## config.mk

```make
export PLATFORM = sky130hd
export DESIGN_NAME = arduino_bridge
export DESIGN_NICKNAME = d
export VERILOG_FILES = /design/src/rtl/arduino_bridge_pkg.sv /design/src/rtl/arduino_bridge_sync_2ff.sv /design/src/rtl/arduino_bridge.sv
export SDC_FILE = /design/constraint.sdc
export NUM_CORES = 1
export LEC_CHECK = 0
export CORE_MARGIN = 2
export CORE_UTILIZATION = 36
export DETAILED_ROUTE_END_ITERATION = 10
export GPL_ROUTABILITY_DRIVEN = 0
export PLACE_DENSITY_LB_ADDON = 0.3
export SETUP_SLACK_MARGIN = 0.5
export SYNTH_ARGS = -nofsm -noshare
export SYNTH_HDL_FRONTEND = slang
export SYNTH_SLANG_ARGS = --single-unit
```

## constraint.sdc

```tcl
create_clock -name clk -period 3 [get_ports clk]
set_clock_uncertainty 0.05 [all_clocks]
set_input_delay 0.6 -clock clk [delete_from_list [all_inputs] [get_ports clk]]
set_output_delay 0.6 -clock clk [all_outputs]
set_load 0.02 [all_outputs]
```

## src/rtl/arduino_bridge_pkg.sv

```systemverilog
// arduino_bridge_pkg
//   Shared types and constants for the Arduino command bridge.
//   op_e     : command byte opcode field [7:6]
//   state_e  : bridge FSM states
//   incAddr  : conditional wrap-around increment of the programmable address
package arduino_bridge_pkg;

    localparam int ADDR_W       = 20;
    localparam int DATA_W       = 16;
    localparam int PROG_ADDR_W  = 12;
    localparam int NIB_PER_WORD = 4;

    typedef enum logic [1:0] {
        OP_ADDR_LO = 2'b00,
        OP_ADDR_HI = 2'b01,
        OP_READ    = 2'b10,
        OP_WRITE   = 2'b11
    } op_e;

    typedef enum logic [2:0] {
        IDLE,
        EXEC,
        RD_WAIT,
        RD_CAP,
        WR,
        ACK
    } state_e;

    // The 12-bit field wraps naturally: 0xFFF + 1 -> 0x000.
    function automatic logic [PROG_ADDR_W-1:0] incAddr(
        input logic [PROG_ADDR_W-1:0] a,
        input logic                   en
    );
        return a + PROG_ADDR_W'(en);
    endfunction

endpackage

```

## src/rtl/arduino_bridge_sync_2ff.sv

```systemverilog
// sync_2ff
//   Two-flop synchronizer for signals crossing into the clk domain.
//   Ports:
//     clk  : destination clock
//     rstN : asynchronous active-low reset, clears both stages
//     d    : asynchronous input
//     q    : synchronized output (two clk edges of latency)
module sync_2ff
    import arduino_bridge_pkg::*;
#(
    parameter int WIDTH = 1
) (
    input  logic             clk,
    input  logic             rstN,
    input  logic [WIDTH-1:0] d,
    output logic [WIDTH-1:0] q
);

    logic [WIDTH-1:0] meta;

    always_ff @(posedge clk or negedge rstN) begin
        if (!rstN) begin
            meta <= '0;
            q    <= '0;
        end else begin
            meta <= d;
            q    <= meta;
        end
    end

endmodule

```

## src/rtl/arduino_bridge.sv

```systemverilog
// arduino_bridge
//   Command bridge between the Arduino 8-bit parallel bus and port B of the
//   dual-port data RAM. One command byte is executed per four-phase req/ack
//   handshake; the byte is [7:6] opcode, [5:0] payload.
//   Ports:
//     clk, rst          : clock, asynchronous active-low reset
//     req, data_in      : Arduino strobe (asynchronous) and command byte
//     ack, data_out     : handshake acknowledge and read-result byte
//     busy              : high whenever the FSM is not IDLE
//     ard_addr          : RAM port-B address (only [11:0] programmable)
//     ard_wen, ard_wdata: RAM port-B single-cycle write strobe and data
//     ard_rdata         : RAM port-B read data, one cycle after the address
module arduino_bridge #(
    parameter int ADDR_W = arduino_bridge_pkg::ADDR_W,
    parameter int DATA_W = arduino_bridge_pkg::DATA_W
) (
    input  logic              clk,
    input  logic              rst,
    input  logic              req,
    input  logic [7:0]        data_in,
    output logic              ack,
    output logic [7:0]        data_out,
    output logic              busy,
    output logic [ADDR_W-1:0] ard_addr,
    output logic              ard_wen,
    output logic [DATA_W-1:0] ard_wdata,
    input  logic [DATA_W-1:0] ard_rdata
);

    import arduino_bridge_pkg::*;

    localparam logic [1:0] LAST_NIB = 2'(NIB_PER_WORD - 1);

    state_e                 state;
    logic [7:0]             cmd;
    logic [PROG_ADDR_W-1:0] addr;
    logic [DATA_W-1:0]      wbuf;
    logic [1:0]             nibCnt;
    logic                   reqSync;
    logic                   reqPrev;
    op_e                    cmdOp;
    logic [DATA_W-1:0]      nextWbuf;

    sync_2ff #(.WIDTH(1)) uReqSync (
        .clk  (clk),
        .rstN (rst),
        .d    (req),
        .q    (reqSync)
    );

    assign cmdOp    = op_e'(cmd[7:6]);
    // Nibbles arrive MSB-first, so each one shifts in at the bottom.
    assign nextWbuf = {wbuf[DATA_W-5:0], cmd[3:0]};
    assign ard_addr = {{(ADDR_W-PROG_ADDR_W){1'b0}}, addr};
    assign busy     = (state != IDLE);

    always_ff @(posedge clk or negedge rst) begin
        if (!rst) begin
            state     <= IDLE;
            cmd       <= '0;
            addr      <= '0;
            wbuf      <= '0;
            nibCnt    <= '0;
            reqPrev   <= 1'b0;
            ack       <= 1'b0;
            data_out  <= '0;
            ard_wen   <= 1'b0;
            ard_wdata <= '0;
        end else begin
            reqPrev <= reqSync;
            // ack trails the ACK state by one cycle; this gives the 1-cycle
            // pulse when req has already dropped by the time ACK is reached.
            ack     <= (state == ACK);
            ard_wen <= 1'b0;

            unique case (state)
                IDLE: begin
                    // Only a fresh rising edge starts a command, so a req
                    // held high after a command does not retrigger.
                    if (reqSync && !reqPrev) begin
                        cmd   <= data_in;
                        state <= EXEC;
                    end
                end

                EXEC: begin
                    case (cmdOp)
                        OP_ADDR_LO: begin
                            addr[5:0] <= cmd[5:0];
                            nibCnt    <= '0;
                            state     <= ACK;
                        end
                        OP_ADDR_HI: begin
                            addr[11:6] <= cmd[5:0];
                            nibCnt     <= '0;
                            state      <= ACK;
                        end
                        OP_READ: begin
                            // Address is already on the RAM; give it a cycle.
                            state <= RD_WAIT;
                        end
                        OP_WRITE: begin
                            wbuf <= nextWbuf;
                            if (nibCnt == LAST_NIB) begin
                                nibCnt    <= '0;
                                ard_wdata <= nextWbuf;
                                ard_wen   <= 1'b1;
                                state     <= WR;
                            end else begin
                                nibCnt <= nibCnt + 2'd1;
                                state  <= ACK;
                            end
                        end
                    endcase
                end

                RD_WAIT: state <= RD_CAP;

                RD_CAP: begin
                    data_out <= cmd[0] ? ard_rdata[15:8] : ard_rdata[7:0];
                    addr     <= incAddr(addr, cmd[1]);
                    state    <= ACK;
                end

                // ard_wen is high during this cycle with the old address;
                // the increment lands on the same edge that clears ard_wen.
                WR: begin
                    addr  <= incAddr(addr, cmd[4]);
                    state <= ACK;
                end

                ACK: begin
                    if (!reqSync) state <= IDLE;
                end

                default: state <= IDLE;
            endcase
        end
    end

endmodule

```

== Yosys cells after proc, flatten, opt, wreduce, memory -nomap -nowiden ==
Cells that the tools add are included.

* Flip-flop bits (word level): 66
* Output and inout port bits: 47
* Input bits: 27
* Word-level logic and storage cells: 59

* Reductions and logical operators: 16
* Multiplexer cells: 14
* Add/sub/neg operators: 3
* Equality and inequality tests: 13

{| class="wikitable"
|+ Operators by type and width
! cell !! number
|-
| 12-bit one-hot mux with 3 select lines || 1
|-
| 12-bit by 1-bit adder with 12-bit output || 2
|-
| 3-bit one-hot mux with 5 select lines || 1
|-
| 6-bit 2-to-1 mux || 2
|-
| 2-bit AND reduction || 6
|-
| 3-bit one-hot mux with 3 select lines || 1
|-
| 8-bit 2-to-1 mux || 1
|-
| 2-bit == test, second input constant || 3
|-
| 3-bit by 2-bit == test with 1-bit output, second input constant || 2
|-
| 3-bit == test, second input constant || 2
|-
| 3-bit 2-to-1 mux || 2
|-
| 3-bit nonzero test || 2
|-
| 1-bit 2-to-1 mux || 4
|-
| 2-bit by 1-bit != test with 1-bit output, second input constant || 2
|-
| 2-bit != test, second input constant || 2
|-
| 2-bit one-hot mux with 2 select lines || 1
|-
| 2-bit OR reduction || 2
|-
| 3-bit by 1-bit == test with 1-bit output, second input constant || 1
|-
| 3-bit logical NOT || 1
|-
| 3-bit AND reduction || 1
|-
| 2-bit by 1-bit adder with 2-bit output, second input constant || 1
|-
| 2-bit by 1-bit == test with 1-bit output, second input constant || 1
|-
| 2-bit logical NOT || 1
|-
| 2-bit 2-to-1 mux || 1
|-
| 3 further kinds || 3
|}

== Logic depth before layout (Yosys ltp) ==
Gate-level depths: netlist of the first run.

* Depth in word-level cells: 4
* Mapped depth: 11
* Mapped depth without buffers: 9

== Modules after synthesis ==
From an unflattened synthesis of the first run, not the netlist that was laid out.

* Cell total of the unflattened synthesis: 260
* Area, all modules: 3140.5 um2

{| class="wikitable"
|+ Modules (own cells, without submodules)
! module !! instances !! cells each !! area each (um2)
|-
| arduino_bridge || 1 || 258 || 3090.5
|-
| sync_2ff || 1 || 2 || 50.0
|}

== Worst setup path before layout of the first run ==
No wires, ideal clock.

* Path type: reg-to-reg
* From: register state[1]
* To: register addr[6]
* Setup slack: 0.656 ns
* Cell stages (with the launch flop): 11
* Library setup time: 0.127 ns
* Arrival time: 2.167 ns
* Path buffers: 1
* Cells stage by stage: dfrtp_1 > or3b_1 > clkbuf_1 > nand2_1 > nand2_1 > ha_1 > ha_1 > and3_1 > nand3_1 > a22oi_1 > o2bb2a_1

* Word-level cells in the longest chain between the ends: 3
* Elaborated cells on any way between the ends: 7
* Classes of those cells: 4 x eq/ne; 1 x mux; 2 x reduce/logical

{| class="wikitable"
|+ RTL lines
! element !! line !! text
|-
| start: declaration || arduino_bridge.sv:34 || <nowiki>state_e state;</nowiki>
|-
| start signal: assignment || arduino_bridge.sv:59 || <nowiki>state <= IDLE;</nowiki>
|-
| start signal: assignment || arduino_bridge.sv:82 || <nowiki>state <= EXEC;</nowiki>
|-
| start signal: assignment || arduino_bridge.sv:91 || <nowiki>state <= ACK;</nowiki>
|-
| 3-bit by 1-bit == test with 1-bit output, or another cell as far along || arduino_bridge.sv:76 || <nowiki>unique case (state)</nowiki>
|-
| 2-bit by 1-bit != test with 1-bit output (no source line) / 3-bit nonzero test (equally long branches) || - ||
|-
| 2-bit AND reduction (no source line) || - ||
|-
| end signal: assignment || arduino_bridge.sv:94 || <nowiki>addr[11:6] <= cmd[5:0];</nowiki>
|-
| end signal: assignment || arduino_bridge.sv:121 || <nowiki>addr <= incAddr(addr, cmd[1]);</nowiki>
|-
| end signal: assignment || arduino_bridge.sv:128 || <nowiki>addr <= incAddr(addr, cmd[4]);</nowiki>
|-
| end: declaration || arduino_bridge.sv:36 || <nowiki>logic [PROG_ADDR_W-1:0] addr;</nowiki>
|}

Parallel ways exist; a longest one is shown, timed or not.
A chain may end at the register's enable or synchronous reset.

== Worst setup path in the final report of the first run ==
* From: register state[2]
* To: output port busy

* Word-level cells in the longest chain between the ends: 1

{| class="wikitable"
|+ RTL lines
! element !! line !! text
|-
| 3-bit nonzero test || arduino_bridge.sv:55 || <nowiki>assign busy = (state != IDLE);</nowiki>
|-
| end: declaration || arduino_bridge.sv:23 || <nowiki>output logic busy,</nowiki>
|}

No other way between the ends.

==> results of run 1 <==
## cell type report
cell class	count	area, sq um	share of cell area, %
repair buffers	73	706	17.5
clock inverters	7	85.1	2.11
clock buffers	9	124	3.07
inverters	5	18.8	0.465
flip-flops and latches	66	1660	41.0
multi-input cells	171	1310	32.5
well taps	105	131	3.26
## path summary, 6_finish.rpt
kind,end,slack [ns],cells after the start
max,busy,0.60,2
min,uReqSync.q,0.31,0
max reg2reg,addr[8],0.62,9
min reg2reg,uReqSync.q,0.31,0
max in group asynchronous,state[0],1.92,2
min in group asynchronous,data_out[5],0.38,2
## cell usage in the layout (no fill, tap or decap), types with 3 or more instances in the layout
| cell type | n |
|---|---|
| clkdlybuf4s50_1 | 64 |
| dfrtp_1 | 63 |
| mux2_2 | 28 |
| nand2_1 | 21 |
| o21ai_0 | 14 |
| mux2i_1 | 10 |
| clkbuf_8 | 9 |
| mux2_4 | 8 |
| conb_1 | 8 |
| buf_4 | 8 |
| a21oi_1 | 7 |
| nand3_1 | 7 |
| o22ai_1 | 6 |
| inv_1 | 5 |
| a22o_1 | 5 |
| nor2b_1 | 4 |
| nor2_1 | 4 |
| a22oi_1 | 4 |
| nand2b_1 | 3 |
| and3_1 | 3 |
| nor3_1 | 3 |
| o22a_1 | 3 |
| ha_1 | 3 |
| inv_6 | 3 |
| dfrtp_2 | 3 |
## registers in the layout (all words and copies together), names as in the netlist
signal         count
ard_wdata         16
addr              12
wbuf              12
cmd                8
data_out           8
state              3
nibCnt             2
ack                1
ard_wen            1
reqPrev            1
uReqSync.meta      1
uReqSync.q         1
## where the power goes
part	switching, mW	total (mW)	internal [mW]
registers	0.388	1.66	1.27
logic	0.925	1.98	1.06
clock network	0.389	0.790	0.401
total	1.70	4.43	2.73
## logic make-up after synthesis
kind of cell | Yosys count
muxes | 46
other | 1
DFF | 66
adders and majority gates | 3
buffers and inverters | 27
and+or+nand+nor | 58
AOI/OAI and AO/OA | 56
## synth_stat cells, types with 2 or more instances
cell type,instances,area share (%)
nor2b_1,4,0.81
nand2b_1,3,0.61
o22a_1,3,0.85
clkbuf_1,6,0.73
mux2i_1,10,3.2
a2bb2oi_1,2,0.57
mux2_2,28,10
dfrtp_1,66,54
nand4_1,2,0.41
a21oi_1,7,1.1
ha_1,3,1.2
o22ai_1,6,1.2
nand2_1,21,2.6
buf_4,8,1.9
a22o_1,5,1.4
and4_1,2,0.57
buf_6,2,0.73
a31oi_1,2,0.41
mux2_4,8,3.9
buf_2,5,0.81
nand3_1,7,1.1
o21ai_0,15,2.4
and3_1,3,0.61
nor3_1,3,0.49
o41ai_1,2,0.57
o2bb2a_1,2,0.65
inv_1,5,0.61
or3b_1,2,0.57
a22oi_1,4,0.97
nor2_1,4,0.49
## worst max-delay path, stage by stage, from the launching register on
cell and delay [ns]:
dfrtp_2 0.46, or3_4 0.40, clkdlybuf4s50_1 0.55
## routing by layer
metal	track usage, %	wire, um	vias to the layer above
li1	-	-	1060
met1	20.2	3060	1088
met2	23.2	3080	59
met3	5.12	271	8
met4	5.52	83	0
met5	0	0	-
## stage by stage
step,power (mW),cells
floorplan,2.91,264
global placement,3.60,416
detailed placement,3.63,416
CTS,4.43,432
global route,4.75,436
finish,4.43,436
## what timing repair did
item	4_1_cts	5_1_grt
pin swaps	0	0
buffers inserted	0	4
setup endpoints to repair	1	4
gates resized for setup	1	4
==> metrics.txt, run 1 <==
run status=finished clean; post-route cell area=4030 sq um; HP Class=flip-flop to flip-flop; synth warn=0; Max-Cap Viols=0; sequential-to-total area share from yosys stat=53.5%; Max Clk Rate=416 MHz; CP Capture Type=output pin; DR iter-0 viols=96; Fin Setup TNS=0 ns; ys flop type=dfrtp_1; Worst EP required=2.35 ns; Area growth, synth to finish=30.6%; Vias=2215; Starting Density=approximately 37%; crit path from=state[2]; simple-gate share of the synthesized area=10.5%; crit-path max FO=10; Post-Synthesis Cells=257; GRT Util Overall=15.2%; synthesized cell area=just over 3000 sq um; main combinational cell family by area after synthesis=multiplexers; Crit Path Category=flip-flop to output pin; DRC Markers=0; CTS Hold Bufs=0; fill count=755; hold_ws=between 0.3 and 0.4 ns; pwr dens=1100 nW/um^2; final worst-path cycle share=80.1%; Placement Setup Slack=0.575 ns; H-tree depth=3; leakage power=1.83 nW; synthesized area per cell=12.0 sq um; vias per cell=5.08; First-pass DRT Iterations=4; I/O pin total=74; Final Setup Violations=0; Synth Area in Compound Gates=12.3%; worst slew pin tran=0.836 ns; # clock sinks=66; Worst slew margin=44.3%; EDFF count, synth=0; number of global-route vias before repair=2158; Worst Setup Start Kind=flip-flop; Critical R2R Launch=state[1]; Site Rows=33; clock buffer depth=2; largest net degree at the start of global routing=67; CTS buffer count=9; Die X=96.6 um; adder-cell area share of the yosys netlist=1.22%; placeable core area=8260 sq um; Synth cell types=47; Reg clk slew, reported paths=approximately 0.080 ns; mux cell area share after synthesis=between 10% and 20%; Post-DRT Antenna Nets=0; utilization after layout=48.8%; Final #Nets=roughly 360; Fin. Hold Viols=0; Chip Height=96.6 um; CTS Root Cell=clkbuf_8; mean routed wirelength per cell=around 15 um; ANT cells=0; Async SR Flop Fraction=100%; CTS tree=yes; setup ws final=between 0.5 and 0.6 ns; GR Overflow Total=0; Slew Limit Fails=0; antenna violations before repair=0; DPL Wire Length=roughly 4500 um; port bufs=65; Synth Area in XOR/XNOR=0%; Post-DP Area=3790 sq um; routed wire length=6500 um; layout cells sized above 1=21.5%; Final Critical Period=2.40 ns; RSZ-0062 raised after global routing=false; WP data arrival=1.75 ns; die area=9330 sq um; Max IR drop VDD=0.000522 V; global-route wire length before repair=10700 um; Skew-Pair Late Insertion Delay=roughly 0.35 ns; Hold Path Origin=uReqSync.meta; Seq cells post-synth=66
No activity file was read; power rests on OpenSTA's default activity.
==> inputs of run 2 (changes only) <==
==> constraint.sdc (replaced) <==
create_clock -name clk -period 2.2 [get_ports clk]
set_clock_uncertainty 0.05 [all_clocks]
set_input_delay 0.44 -clock clk [delete_from_list [all_inputs] [get_ports clk]]
set_output_delay 0.44 -clock clk [all_outputs]
set_load 0.02 [all_outputs]
==> metrics.txt, run 2 (synthesis results as in run 1) <==
run status=finished clean; CTS Root Cell=clkbuf_8; WP data arrival=2.22 ns; pwr dens=1480 nW/um^2; Chip Height=a little under 100 um; port bufs=65; DRC Markers=0; Crit-path slowest cell=dfrtp_1; clock buffer depth=2; HP Class=primary input to async pin; Largest stage delay, worst path=0.43 ns; DPL Wire Length=4550 um; Max-Cap Viols=0; Worst Path Buf+Inv=0; Final Critical Period=2.04 ns; routed wire length=7330 um; CTS tree=yes; Max IR drop VDD=approximately 0.00050 V; Worst Setup Start Kind=flip-flop; setup ws final=0.161 ns; global-route wire length before repair=11100 um; Biggest register=ard_wdata; Max Clk Rate=around 490 MHz; largest net degree at the start of global routing=67; Final #Nets=~380; crit-path max FO=5; RSZ-0062 raised after global routing=true; fill count=between 700 and 800; top flop regs=ard_wdata (16), addr (12), wbuf (12); Final Setup Violations=0; H-tree depth=3; Worst EP required=2.38 ns; I/O pin total=74; GR Overflow Total=0; Reg clk slew, reported paths=approximately 0.080 ns; GRT Util Overall=15.7%; DR iter-0 viols=106; ANT cells=0; mean routed wirelength per cell=16.0 um; Area growth, synth to finish=45.2%; Slew Limit Fails=0; CTS Hold Bufs=0; cell family with most CP delay=simple AND/OR/NAND/NOR gates; Skew-Pair Late Insertion Delay=0.34 ns; Fin. Hold Viols=0; leakage power=2.12 nW; Crit Path Category=flip-flop to flip-flop; setup slack, reg-to-reg=0.16 ns; antenna violations before repair=0; Vias=2363; # clock sinks=66; layout cells sized above 1=approximately 33%; Worst slew margin=52.7%; final worst-path cycle share=92.7%; CP Capture Type=flip-flop; Placement Setup Slack=0.118 ns; die area=9330 sq um; Die X=96.6 um; Cell Chain, Critical Path=or3b_1, nand2_1, nand2_2, ha_4, ha_4, and3_4, nand2_1, a22oi_1, o2bb2a_2; r2r worst-path depth=9; R2R Path End=addr[8]; Site Rows=33; vias per cell=5.16; First-pass DRT Iterations=4; most frequent cells in the layout=dfrtp_1, dlygate4sd2_1, mux2_2; Post-DRT Antenna Nets=0; Critical R2R Launch=state[1]; number of global-route vias before repair=2230; placeable core area=8260 sq um; commonest non-fill, non-tap cell in the layout=dfrtp_1; Starting Density=37.4%; CTS buffer count=9; max reg flops=16; worst slew pin tran=0.709 ns; Fin Setup TNS=0 ns
## run 2: cell types whose count changed in the layout (fill, tap and decap cells not counted), sizes merged
cell and change:
buf +19, bufinv +1, inv -2, dlygate4sd2 +35
nand3 +1, clkinv +1, clkdlybuf4s50 -39, clkdlybuf4s15 +2
clkbuf +3, dlymetal6s2s +1
## run 2: cell type report
type | count | area (sq um) | area share (%)
clock buffer | 9 | 124 | 2.76
clock inverter | 7 | 100 | 2.23
inverter | 5 | 18.8 | 0.419
multi-input combinational | 172 | 1510 | 33.6
sequential | 66 | 1650 | 36.9
tap | 105 | 131 | 2.93
timing repair buffer | 94 | 946 | 21.1
## run 2: timing repair
action / in CTS / in global routing
cloned: 0 / 5
setup endpoints to repair: 87 / 56
resized for setup: 56 / 26
pin swaps: 5 / 8
hold endpoints to repair: 0 / 0
buffers inserted: 11 / 4
## run 2: worst max path at each step
| stage | cells after the start | startpoint | slack (ns) | to |
|---|---|---|---|---|
| after CTS | 9 | state[0] | 0.16 | addr[6] |
| after global routing | 9 | state[1] | 0.07 | addr[8] |
| final | 9 | state[1] | 0.16 | addr[8] |
| after floorplan | 10 | state[1] | 0.06 | addr[6] |
| after detailed placement | 9 | state[0] | 0.12 | addr[6] |
| after global placement | 9 | state[0] | 0.15 | addr[6] |
## run 2: worst reg2reg max path: stages (launching register included)
cell and delay (ns):
dfrtp_1 0.43, or3b_1 0.38, nand2_1 0.09, nand2_2 0.06, ha_4 0.17, ha_4 0.16, and3_4 0.21, nand2_1 0.07
a22oi_1 0.06, o2bb2a_2 0.26
## run 2: through the flow
step | instance area (sq um) | power (mW) | hold slack [ns] | cells | util [%]
floorplan | 3200 | 4.10 | 0.0944 | 264 | -
CTS | 4250 | 6.36 | 0.0550 | 449 | 51.5
finish | 4480 | 6.65 | 0.0509 | 458 | 54.3
detailed placement | 3920 | 5.17 | 0.286 | 422 | 47.4
global placement | 3920 | 5.10 | 0.283 | 422 | 47.4
global route | 4480 | 7.10 | 0.0739 | 458 | 54.3
## run 2: per-layer routing
| layer | global-route usage [%] | up-vias | wire, um |
|---|---|---|---|
| met4 | 5.05 | 0 | 76 |
| met5 | 0 | - | 0 |
| li1 | - | 1112 | - |
| met1 | 20.4 | 1167 | 3180 |
| met2 | 24.8 | 75 | 3600 |
| met3 | 5.20 | 9 | 464 |
## run 2: power by group
| part | internal, mW | leakage (nW) | switching (mW) |
|---|---|---|---|
| clock | 0.648 | 0.114 | 0.498 |
| sequential | 1.73 | 0.815 | 0.541 |
| combinational | 1.68 | 1.19 | 1.55 |
==> inputs of run 3 (changes only) <==
--- a/config.mk
+++ b/config.mk
@@ -8,9 +8,10 @@
 export CORE_MARGIN = 2
 export CORE_UTILIZATION = 36
 export DETAILED_ROUTE_END_ITERATION = 10
-export GPL_ROUTABILITY_DRIVEN = 0
+export GPL_ROUTABILITY_DRIVEN = 1
 export PLACE_DENSITY_LB_ADDON = 0.3
 export SETUP_SLACK_MARGIN = 0.5
+export SKIP_CTS_REPAIR_TIMING = 1
 export SYNTH_ARGS = -nofsm -noshare
 export SYNTH_HDL_FRONTEND = slang
 export SYNTH_SLANG_ARGS = --single-unit
==> metrics.txt, run 3 (synthesis results as in run 1) <==
run status=finished clean; First-pass DRT Iterations=4; # clock sinks=66; CP Capture Type=flip-flop; routed wire length=6790 um; vias per cell=5.16; Critical R2R Launch=state[0]; GR Overflow Total=0; hold_ws=0.0295 ns; CTS buffer count=9; clock buffer depth=2; I/O pin total=74; Max IR drop VDD=0.000450 V; Final Setup Violations=0; placeable core area=8260 sq um; fill count=between 700 and 800; Worst EP required=2.38 ns; CTS Root Cell=clkbuf_8; layout cells sized above 1=28.3%; R2R Path End=addr[6]; Site Rows=33; Fin. Hold Viols=0; ANT cells=0; Starting Density=37.4%; die area=9330 sq um; final worst-path cycle share=between 90% and 100%; stages on the worst setup path=9; CP most frequent cell=ha_4; port bufs=65; largest net degree at the start of global routing=67; Int Power=4.03 mW; Final Critical Period=2.07 ns; Largest stage delay, worst path=0.45 ns; mean routed wirelength per cell=15.3 um; register cell area after layout=1650 sq um; Crit-path slowest cell=dfrtp_2; Reg clk slew, reported paths=0.08 ns; utilization after layout=53.0%; Switching Share=between 30% and 40%; global-route wire length before repair=10800 um; Chip Height=96.6 um; Worst Setup Start Kind=flip-flop; Multi-input gate area=1440 sq um; DPL Wire Length=4550 um; DR iter-0 viols=134; Placement Setup Slack=0.118 ns; antenna violations before repair=0; setup ws final=0.126 ns; cell family with most CP delay=simple AND/OR/NAND/NOR gates; worst slew pin tran=0.706 ns; Combinational Power Share=47.4%; pwr dens=1480 nW/um^2; H-tree depth=3; Cell Chain, Critical Path=or3b_1, nand2_1, nand2_2, ha_4, ha_4, and3_4, nand3_2, a22oi_1, o2bb2a_2; number of global-route vias before repair=2211; leakage power=2.41 nW; Final #Nets=364; Vias=~2300; Slew Limit Fails=0; end of the critical path=addr[6]; CTS tree=yes; Fin Setup TNS=0 ns; Area growth, synth to finish=41.9%; GRT Util Overall=between 10% and 20%; WP data arrival=roughly 2.3 ns; HP Class=primary input to async pin; Clk pwr share=17.7%; Seq pwr share=34.9%; max reg flops=16; Worst slew margin=53.0%; Biggest register=ard_wdata; crit path from=state[0]; Max-Cap Viols=0; DRC Markers=0; most frequent cells in the layout=dfrtp_1, dlymetal6s2s_1, mux2_2; Post-DRT Antenna Nets=0; post-layout power=6.48 mW; Placer Congestion=between 0.8 and 0.9; Crit Path Category=flip-flop to flip-flop; r2r worst-path depth=9; Switch Pwr=2.45 mW; setup slack, reg-to-reg=about 0.13 ns; commonest non-fill, non-tap cell in the layout=dfrtp_1; Worst Path Buf+Inv=0; Skew-Pair Late Insertion Delay=approximately 0.34 ns; Die X=96.6 um; RSZ-0062 raised after global routing=true; top flop regs=ard_wdata (16), addr (12), wbuf (12); crit-path max FO=5; Max Clk Rate=482 MHz
-- run 3: worst min path at each step --
| stage | to | depth (start not counted) | slack, ns | start |
|---|---|---|---|---|
| detailed placement | uReqSync.q | 0 | 0.29 | uReqSync.meta |
| floorplan | ack | 0 | 0.09 | rst |
| CTS | wbuf[8] | 2 | 0.05 | rst |
| global route | wbuf[8] | 2 | 0.06 | rst |
| finish | wbuf[8] | 2 | 0.03 | rst |
| global placement | uReqSync.q | 0 | 0.28 | uReqSync.meta |
-- run 3: per-layer routing --
layer	GRT usage, %	share of wire [%]
met5	0	0
met4	5.16	1.7
met3	5.20	7.0
met2	24.0	49
met1	19.8	42
-- run 3: power by group through the flow --
| stage | clock network (mW) | logic [mW] | registers, mW |
|---|---|---|---|
| floorplan | 0 | 1.67 | 2.43 |
| global placement | 0 | 2.84 | 2.26 |
| detailed placement | 0 | 2.89 | 2.28 |
| CTS | 1.18 | 2.90 | 2.27 |
| global route | 1.24 | 3.33 | 2.35 |
| finish | 1.14 | 3.07 | 2.26 |
-- run 3: metrics by stage --
step | instances | instance area [sq um]
2_1_floorplan | 264 | 3200
6_report | 444 | 4380
5_1_grt | 444 | 4380
3_3_place_gp | 422 | 3920
3_5_place_dp | 422 | 3920
4_1_cts | 438 | 4140
-- run 3: layout make-up --
class / instances / share of cell area [%]
flip-flops and latches: 66 / 37.7
multi-input cells: 171 / 32.9
repair buffers: 81 / 20.8
well taps: 105 / 3.00
clock buffers: 9 / 2.83
inverters: 5 / 0.429
clock inverters: 7 / 2.29
